File: src/rtl/pdm_capture_ctrl.sv
// +------------------------------------------------------------------------+
// | pdm_capture_ctrl : PDM capture sequencer with warm-up discard, PCM FIFO |
// | and watermark/overflow interrupt. Option: PDM_CAPTURE_OVERWRITE_EN.     |
// | Revision: 1.0                                                           |
// +------------------------------------------------------------------------+
`default_nettype none

module pdm_capture_ctrl #(
    parameter int DEPTH    = 8,
    parameter int WIDTH    = 16,
    parameter int WARMUP_W = 8
) (
    input  logic                     clk,
    input  logic                     rst_n,
    input  logic                     start,
    input  logic                     stop,
    input  logic                     flush,
    input  logic [WARMUP_W-1:0]      warmup,
    input  logic [$clog2(DEPTH):0]   watermark,
    input  logic                     pcm_valid,
    input  logic [WIDTH-1:0]         pcm_data,
    input  logic                     pop,
    input  logic                     clr_ovf,
    output logic                     pdm_enable,
    output logic                     busy,
    output logic [WIDTH-1:0]         rd_data,
    output logic [$clog2(DEPTH):0]   level,
    output logic                     overflow,
    output logic                     irq
);

    localparam int PW = $clog2(DEPTH);
    localparam int LW = PW + 1;
    localparam logic [LW-1:0] C_FULL = LW'(DEPTH);

    typedef enum logic [1:0] {
        IDLE    = 2'd0,
        WARMUP  = 2'd1,
        CAPTURE = 2'd2
    } state_t;

    state_t              state_q, state_d;
    logic [WARMUP_W-1:0] wcnt_q, wcnt_d;
    logic [PW-1:0]       wr_ptr_q, wr_ptr_d;
    logic [PW-1:0]       rd_ptr_q, rd_ptr_d;
    logic [LW-1:0]       level_q, level_d;
    logic                overflow_q, overflow_d;
    logic                pdm_enable_q, pdm_enable_d;
    logic [WIDTH-1:0]    mem_q [DEPTH];

    logic w_push_req;
    logic w_full;
    logic w_do_pop;
    logic w_push_ok;
    logic w_rd_adv;
    logic w_ovf_evt;
    logic w_mem_we;

    always_comb begin
        w_push_req = pcm_valid && (state_q == CAPTURE);
        w_full     = (level_q == C_FULL);
        w_do_pop   = pop && (level_q != '0);
        w_ovf_evt  = w_push_req && w_full && !w_do_pop && !flush;
`ifdef PDM_CAPTURE_OVERWRITE_EN
        // Full without a pop: drop the oldest entry to make room for the newest.
        w_push_ok  = w_push_req;
        w_rd_adv   = w_do_pop || w_ovf_evt;
`else
        w_push_ok  = w_push_req && (!w_full || w_do_pop);
        w_rd_adv   = w_do_pop;
`endif
        w_mem_we   = w_push_ok && !flush;
    end

    always_comb begin
        state_d      = state_q;
        wcnt_d       = wcnt_q;
        wr_ptr_d     = wr_ptr_q;
        rd_ptr_d     = rd_ptr_q;
        level_d      = level_q;
        overflow_d   = overflow_q;

        if (stop) begin
            state_d = IDLE;
        end else begin
            case (state_q)
                IDLE: begin
                    if (start) begin
                        wcnt_d  = warmup;
                        state_d = (warmup != '0) ? WARMUP : CAPTURE;
                    end
                end
                WARMUP: begin
                    if (pcm_valid) begin
                        wcnt_d = wcnt_q - WARMUP_W'(1);
                        if (wcnt_q == WARMUP_W'(1)) begin
                            state_d = CAPTURE;
                        end
                    end
                end
                CAPTURE: state_d = CAPTURE;
                default: state_d = IDLE;
            endcase
        end

        if (flush) begin
            wr_ptr_d = '0;
            rd_ptr_d = '0;
            level_d  = '0;
        end else begin
            if (w_push_ok) wr_ptr_d = wr_ptr_q + PW'(1);
            if (w_rd_adv)  rd_ptr_d = rd_ptr_q + PW'(1);
            level_d = level_q + LW'(w_push_ok) - LW'(w_rd_adv);
        end

        if (w_ovf_evt) begin
            overflow_d = 1'b1;
        end else if (clr_ovf) begin
            overflow_d = 1'b0;
        end

        pdm_enable_d = (state_d != IDLE);
    end

    always_ff @(posedge clk or negedge rst_n) begin
        if (!rst_n) begin
            state_q      <= IDLE;
            wcnt_q       <= '0;
            wr_ptr_q     <= '0;
            rd_ptr_q     <= '0;
            level_q      <= '0;
            overflow_q   <= 1'b0;
            pdm_enable_q <= 1'b0;
        end else begin
            state_q      <= state_d;
            wcnt_q       <= wcnt_d;
            wr_ptr_q     <= wr_ptr_d;
            rd_ptr_q     <= rd_ptr_d;
            level_q      <= level_d;
            overflow_q   <= overflow_d;
            pdm_enable_q <= pdm_enable_d;
        end
    end

    // Sample storage carries no reset; emptiness is tracked by level_q alone.
    always_ff @(posedge clk) begin
        if (w_mem_we) begin
            mem_q[wr_ptr_q] <= pcm_data;
        end
    end

    assign pdm_enable = pdm_enable_q;
    assign busy       = pdm_enable_q;
    assign level      = level_q;
    assign overflow   = overflow_q;
    assign rd_data    = (level_q == '0) ? '0 : mem_q[rd_ptr_q];
    assign irq        = ((watermark != '0) && (level_q >= watermark)) || overflow_q;

endmodule

`default_nettype wire

File: config.mk
export PLATFORM = sky130hd
export DESIGN_NAME = pdm_capture_ctrl
export DESIGN_NICKNAME = d
export VERILOG_FILES = /design/src/rtl/pdm_capture_ctrl.sv
export SDC_FILE = /design/constraint.sdc
export NUM_CORES = 1
export LEC_CHECK = 0
export CAP_MARGIN = 20
export CORE_MARGIN = 2
export CORE_UTILIZATION = 30
export DETAILED_ROUTE_END_ITERATION = 10
export SLEW_MARGIN = 15
export SYNTH_ARGS = -nofsm -noshare
export SYNTH_HDL_FRONTEND = slang
export SYNTH_SLANG_ARGS = --single-unit
File: constraint.sdc
create_clock -name clk -period 2.9 [get_ports clk]
set_input_delay 0.58 -clock clk [delete_from_list [all_inputs] [get_ports clk]]
set_output_delay 0.58 -clock clk [all_outputs]
set_load 0.02 [all_outputs]
* Yosys cells after proc, flatten, opt, wreduce, memory -nomap -nowiden
Memories as Yosys holds them, arrays and structs flattened.
Cells that the tools add are included.
** Storage, ports and cells
- Register bits :: 22
- RAM bits :: 128
- Bits of input ports :: 36
- Output and inout port bits :: 24
- Logic and storage cells :: 64
- Memories :: 1
** Operators by class
- Add/sub/neg operators :: 5
- $lt $le $gt $ge :: 1
- Eq/ne operators :: 6
- Muxes and demuxes :: 19
- Bitwise gates (word level) :: 1
- Reductions and logical operators :: 24
** Memories
- mem_q :: words 8, width 16, read ports 1, clocked after memory_dff 0, wr ports 1, RTL line 49 : logic [WIDTH-1:0] mem_q [DEPTH];
** Operators by type and width (count)
- $mux W16 :: 1
- $mux W8 :: 2
- $pmux W8 S2 :: 1
- $mux W3 :: 4
- $mux W2 :: 5
- $reduce_bool A2 Y1 :: 5
- $eq A8 B1 Y1 const B :: 1
- $logic_and A1 B1 Y1 :: 8
- $reduce_bool A4 Y1 :: 2
- $reduce_bool A8 Y1 :: 1
- $sub A8 B1 Y8 const B :: 1
- $add A3 B1 Y3 const B :: 2
- $pmux W2 S3 :: 1
- $add A4 B1 Y4 :: 1
- $eq A4 B4 Y1 const B :: 1
- $ge A4 B4 Y1 :: 1
- $logic_not A4 Y1 :: 1
- $mux W1 :: 4
- $mux W4 :: 1
- $ne A2 B2 Y1 const B :: 2
- $reduce_and A4 Y1 :: 1
- $sub A4 B1 Y4 :: 1
- $logic_not A1 Y1 :: 3
- $eq A2 B1 Y1 const B :: 1
- 4 further kinds :: 5

* Depth between registers and ports, before layout
Gate-level depths: netlist of the first run.
- Word-level depth :: 7
- Depth in mapped cells :: 11
- Gate-level depth less buffers :: 11

* Least setup slack after synthesis of the first run
No wires, ideal clock.
- Path kind :: register to register
- Start :: reg level_q[2] (netlist: level[2])
- End :: mem mem_q[1][0], enable pin
- Setup time :: 0.409 ns
- Arrival time :: 2.313 ns
- Required time :: 2.491 ns
- Path slack :: 0.178 ns
- Cell stages (with the launch flop) :: 7
- Buffers on the path :: 0
- Period minus slack after synthesis :: 2.722 ns
- Path through :: dfrtp_1 -> inv_1 -> ha_1 -> nand2b_1 -> nand2_1 -> nand3_1 -> nor3_1
** On the way
- Longest elaborated chain between the ends :: 7
- Elaborated cells on any way between the ends :: 9
- Classes of those cells :: eq/ne (1); mux (2); reduce/logical (6)
** Ends and longest elaborated chain
- start: declaration :: RTL line 46 : logic [LW-1:0] level_q, level_d;
- start signal: assignment :: RTL line 139 : level_q <= level_d;
- $eq A4 B4 Y1 / $reduce_bool A4 Y1 (equally long branches) :: RTL line 61, 62
- $logic_not A1 Y1 / $logic_and A1 B1 Y1 (equally long branches) :: RTL line 69, 62
- $logic_or A1 B1 Y1 (*) :: RTL line 69 : w_push_ok = w_push_req && (!w_full || w_do_pop);
- $logic_and A1 B1 Y1 (*) :: RTL line 69
- $logic_and A1 B1 Y1 (*) :: RTL line 72 : w_mem_we = w_push_ok && !flush;
- $mux W1 (*) :: RTL line 147 : if (w_mem_we) begin
- $mux W1 (implied by the code) (*) :: RTL line 148 : mem_q[wr_ptr_q] <= pcm_data;
- end: declaration :: RTL line 49
Mark *: on every way between the ends. The rest lies on a longest branch, timed or not.

* Worst setup path after layout of the first run
- Start :: reg rd_ptr_q[0]
- End :: out rd_data[5]
** On the way
- Longest elaborated chain between the ends :: 2
** Ends and longest elaborated chain
- start: declaration :: RTL line 45 : logic [PW-1:0] rd_ptr_q, rd_ptr_d;
- start signal: assignment :: RTL line 138 : rd_ptr_q <= rd_ptr_d;
- $mem_v2 Z8 W16
- $mux W16 :: RTL line 156 : assign rd_data = (level_q == '0) ? '0 : mem_q[rd_ptr_q];
- end: declaration :: RTL line 26 : output logic [WIDTH-1:0] rd_data,
No other way between the ends.

==> results of run 1 <==
[path summary, 6_finish.rpt]
kind	from	to	slack (ps)	cells past startpoint
max	rd_ptr_q[0]	rd_data[5]	80	5
min	rst_n	wcnt_q[6]	510	2
max reg2reg	level[2]	level[2]	500	9
min reg2reg	wcnt_q[7]	wcnt_q[7]	540	2
max in group asynchronous	rst_n	rd_ptr_q[0]	2120	2
min in group clk	wcnt_q[7]	wcnt_q[7]	540	2
[power groups by stage]
| stage | clock, µW | sequential, µW | combinational (µW) |
|---|---|---|---|
| 6_report | 2300 | 2540 | 1830 |
| 5_1_grt | 2440 | 2550 | 2010 |
| 4_1_cts | 2350 | 2540 | 1870 |
| 3_5_place_dp | 0 | 2590 | 1980 |
| 3_3_place_gp | 0 | 2580 | 1940 |
| 2_1_floorplan | 0 | 2570 | 1250 |
[kinds of logic after synthesis]
| kind of cell | Yosys count |
|---|---|
| compound gates | 42 |
| flops | 150 |
| simple gates | 82 |
| mux | 49 |
| buf+inv | 31 |
| fa+ha+maj | 14 |
| xor+xnor | 5 |
[synth_stat cells (all sizes together) (2+ instances only)]
cell    count  area [µm²]
a211oi      4        40.0
a21o        2        15.0
a21oi      14        73.8
a22oi       3        22.5
buf        15         115
clkbuf      4        15.0
dfrtp      22         551
edfxtp    128        3840
ha         13         163
inv        12        45.0
mux2i      17         170
mux4       32         807
nand2       9        33.8
nand2b      7        51.3
nand3       6        30.0
nand3b      3        22.5
nor2       36         135
nor2b       4        25.0
nor3        6        30.0
nor4        4        40.0
o21ai      11        55.1
o32ai       2        17.5
xnor2       3        26.3
xor2        2        17.5
[metrics by stage]
stage | power [µW] | util | area [µm²]
finish | 6670 | 0.384 | 8110
global route | 7000 | 0.384 | 8110
CTS | 6760 | 0.384 | 8110
detailed placement | 4570 | 0.355 | 7490
global placement | 4520 | 0.355 | 7490
floorplan | 3820 | - | 6470
[cell type report]
class,count,area share
clock buffers,17,0.0525
clock inverters,15,0.0253
inverters,12,0.00556
multi-input cells,192,0.235
flip-flops and latches,150,0.542
well taps,275,0.0424
repair buffers,74,0.0966
[routing by layer]
layer / track usage / up-vias / wire (µm)
met5: 0 / - / 0
met1: 0.147 / 1784 / 5570
li1: - / 1627 / -
met4: 0.0402 / 0 / 173
met2: 0.205 / 61 / 6630
met3: 0.0271 / 10 / 323
[sequential cells by signal, indices dropped and copies added, names as in the netlist]
name / flops
mem_q: 128
wr_ptr_q: 3
wcnt_q: 8
rd_ptr_q: 3
overflow: 1
busy: 1
level: 4
state_q: 2
[what timing repair did]
item / in CTS / in global routing
gates resized for setup: 18 / 1
endpoints found under the setup margin: 17 / 1
pin swaps: 0 / 0
gates cloned: 0 / 0
==> out/metrics.yaml, run 1 <==
status: "finished, final reports clean"
power.switching_uw: 2050
syn_inst: 373
grt_pass1_wl_mm: 19.8
synth-xor-area-share: 0.00677
drt-pass1-iter-count: 4
swShare: 0.307
synth_fp_nets: 423
syn_area_um2: 6470
fmax_ghz: 0.355
grt_overflow: 0
synth-edff-count: 128
synth_top_family_by_area: "multiplexers"
ctsHoldBuffers: 0
clkLatencyLatePin_ps: 420
drt-total-wl_mm: 12.7
worstPathArrival_ps: 2240
hold_viol: 0
ir_worst_vdd_mv: 0.494
io_buffers: 59
power_per_cell_area_nw_per_um2: 823
tritoncts: "yes"
route.detailed.drc: 0
clkTransAtPathRegs_ps: 60
p_int_uw: 4620
yosysUniqueCellTypes: 46
final_cells: 735
cp.required_ps: 2320
setup_ws_ps: 82.7
cp-end-kind: "primary output"
die-width_um: 151
place_hpwl_mm: 7.98
numCtsBuffers: 17
finalSetupTns_ps: 0
setup_viol: 0
fin_hold_ws_ps: 513
crit_family: "multiplexers"
clock-sinks: 150
routedWlPerCell_um: 17.3
max_cap_viol_count: 0
synth-compound-area-share: 0.0428
layout_commonest_cell: "edfxtp_1"
yosys.area_share.simple: 0.0644
timing.final.crit_period_ps: 2820
cp_slowest_stage_delay_ps: 570
cts-root-buf: "clkbuf_16"
dp_cells: 703
clockPowerShare: 0.344
initial_core_util: 0.307
fillers: 1935
p_leak_uw: 0.00279
p_seq_frac: 0.381
muxShareOfSynthArea: 0.151
fin_nets: 497
drv_slew: 0
cp_slowest_cell: "mux4_1"
grt_start_max_net_pins: 35
postCtsSetupRepairBufs: 0
diodes: 0
synthFlopType: "edfxtp_1"
htree_levels: 4
async_flop_share: 0.147
grtUsageTotal: 0.118
die-area_um2: 22700
synth-adder-area-share: 0.0283
io_pins: 60
critPathBufInv: 2
antenna_found_initial: 0
start_kind: "register"
critPathMaxFanout: 20
grt_pass1_vias: 3641
area_growth_pct: 25.4
slew_headroom: 0.653
drtIter0Drc: 264
ys.warnings.count: 0
final_antenna_net_count: 0
place_ws_ps: -50.0
synth_area_per_cell_um2: 17.3
vias_per_cell: 4.74
ff_latch_area_um2: 4400
rsz0062_at_grt: "false"
yosysSeqAreaShare: 0.680
hp-class: "in2async"
cp_cell_sequence: "buf_12 -> mux4_1 -> mux2i_1 -> nor2_1 -> dlygate4sd2_1"
multi_input_area_um2: 1910
fin_crit_sh: 0.971
core_um2: 21100
final_cell_mix: "edfxtp_1, clkdlybuf4s50_1, nor2_1, mux4_1, dfrtp_1"
worst_slew_pin_slew_ps: 520
drive_gt1_frac: 0.146
rows: 53
dr_total_vias: 3482
critPathKind: "reg2out"
ys_ff_latch: 150
cts_buffer_depth: 2
globalplace.congestion: 0.760
skew_ps: 10.1
pwr-share-comb: 0.275
fp.dieH_um: 151
(Power assumes the default switching activity.)
==> run 2: changes to the inputs <==
- GPL_TIMING_DRIVEN: unset -> 0
==> out/metrics.yaml, run 2 (same netlist as run 1, synthesis figures left out) <==
core_um2: 21100
drt-total-wl_mm: 13.3
skew_ps: 4.56
clkLatencyLatePin_ps: 420
hold_viol: 0
grtUsageTotal: 0.125
crit_path_start: "rd_ptr_q[0]"
slew_headroom: 0.500
drive_gt1_frac: 0.180
clkTransAtPathRegs_ps: 60
cp_slowest_cell: "mux4_1"
io_pins: 60
globalplace.congestion: 0.784
die-width_um: 151
cp_slowest_stage_delay_ps: 590
cp.required_ps: 2320
r2r-end: "mem_q[1][5]"
start_kind: "register"
grt_overflow: 0
layout_commonest_cell: "edfxtp_1"
p_leak_uw: 0.00282
rrSetupSlack_ps: 390
route.detailed.drc: 0
final_cell_mix: "edfxtp_1, clkdlybuf4s50_1, nor2_1, mux4_1, dfrtp_1"
setup_ws_ps: 71.3
timing.final.crit_period_ps: 2830
top_register: "mem_q"
hp-class: "in2async"
finalSetupTns_ps: 0
setup_viol: 0
die-area_um2: 22700
final_antenna_net_count: 0
fillers: 1937
worstPathArrival_ps: 2250
drt-pass1-iter-count: 4
power_per_cell_area_nw_per_um2: 817
grt_pass1_vias: 3667
htree_levels: 4
tritoncts: "yes"
clock-sinks: 150
io_buffers: 59
cts_buffer_depth: 2
place_ws_ps: -227
grt_pass1_wl_mm: 20.6
antenna_found_initial: 0
numCtsBuffers: 17
reg2reg_depth: 7
ir_worst_vdd_mv: 0.501
routedWlPerCell_um: 17.8
fin_crit_sh: 0.975
place_hpwl_mm: 9.34
fp.dieH_um: 151
fin_hold_ws_ps: 409
drtIter0Drc: 205
diodes: 0
max_cap_viol_count: 0
grt_start_max_net_pins: 23
cts-root-buf: "clkbuf_16"
r2r_start: "state_q[0]"
rows: 53
area_growth_pct: 26.2
initial_core_util: 0.307
drv_slew: 0
critPathMaxFanout: 10
fmax_ghz: 0.354
worst_slew_pin_slew_ps: 746
dr_total_vias: 3566
postCtsSetupRepairBufs: 0
cp_cell_sequence: "buf_6 -> buf_8 -> mux4_1 -> mux2i_1 -> nor2_1 -> clkdlybuf4s15_1"
largest_register_ff_count: 128
fin_nets: 510
rsz0062_at_grt: "false"
fin_util: 0.387
cp-end-kind: "primary output"
cp-endpoint: "rd_data[3]"
critPathKind: "reg2out"
vias_per_cell: 4.77
status: "finished, final reports clean"
-- run 2: changes by cell type in the layout (fill, tap and decap cells not counted), sizes merged, moves of 2 or more --
cell	change
clkbuf	+5
clkinv	+2
buf	+12
dlygate4sd2	-5
inv	-5
-- run 2: worst min path at each step --
| stage | slack (ps) | from | endpoint | cells after the start |
|---|---|---|---|---|
| after global placement | 490 | wcnt_q[7] | wcnt_q[7] | 2 |
| final | 410 | rst_n | wcnt_q[7] | 1 |
| after CTS | 520 | wcnt_q[7] | wcnt_q[7] | 2 |
| after floorplan | 280 | rst_n | busy | 0 |
| after global routing | 410 | rst_n | wcnt_q[7] | 1 |
| after detailed placement | 510 | wcnt_q[7] | wcnt_q[7] | 2 |
-- run 2: power breakdown --
group	total, µW	switching, µW	internal (µW)
logic	1920	1030	894
registers	2520	91.4	2430
clock network	2220	870	1360
-- run 2: final cells by class --
cell class              count  area (µm²)  share of cell area
clock buffers              17         425              0.0521
clock inverters            14         174              0.0213
flip-flops and latches    150        4390               0.539
well taps                 275         344              0.0422
repair buffers             70         699              0.0857
plain buffers              17         153              0.0187
multi-input cells         192        1920               0.236
inverters                  12        45.0             0.00552
-- run 2: worst max-delay path, delay by kind of cell, from the launching register on --
family,cells,cell delay [ps]
flops,1,370
mux,2,740
simple gates,1,70
buf+inv,3,640
-- run 2: per-layer routing --
| layer | wire length [µm] | global-route usage |
|---|---|---|
| met2 | 6720 | 0.208 |
| met4 | 271 | 0.0528 |
| met1 | 5850 | 0.156 |
| met5 | 0 | 0 |
| met3 | 435 | 0.0274 |
-- run 2: repair_timing --
item | 4_1_cts | 5_1_grt
endpoints found under the hold margin | 0 | 0
resized for setup | 22 | 16
endpoints found under the setup margin | 17 | 13
hold buffers | 0 | 0
pin swaps | 0 | 0
-- run 2: through the flow --
stage,total power (µW),instance area (µm²),std cells
CTS,6720,8130,746
global route,6980,8160,747
global placement,4550,7400,707
floorplan,3820,6470,373
finish,6670,8160,747
detailed placement,4600,7550,717
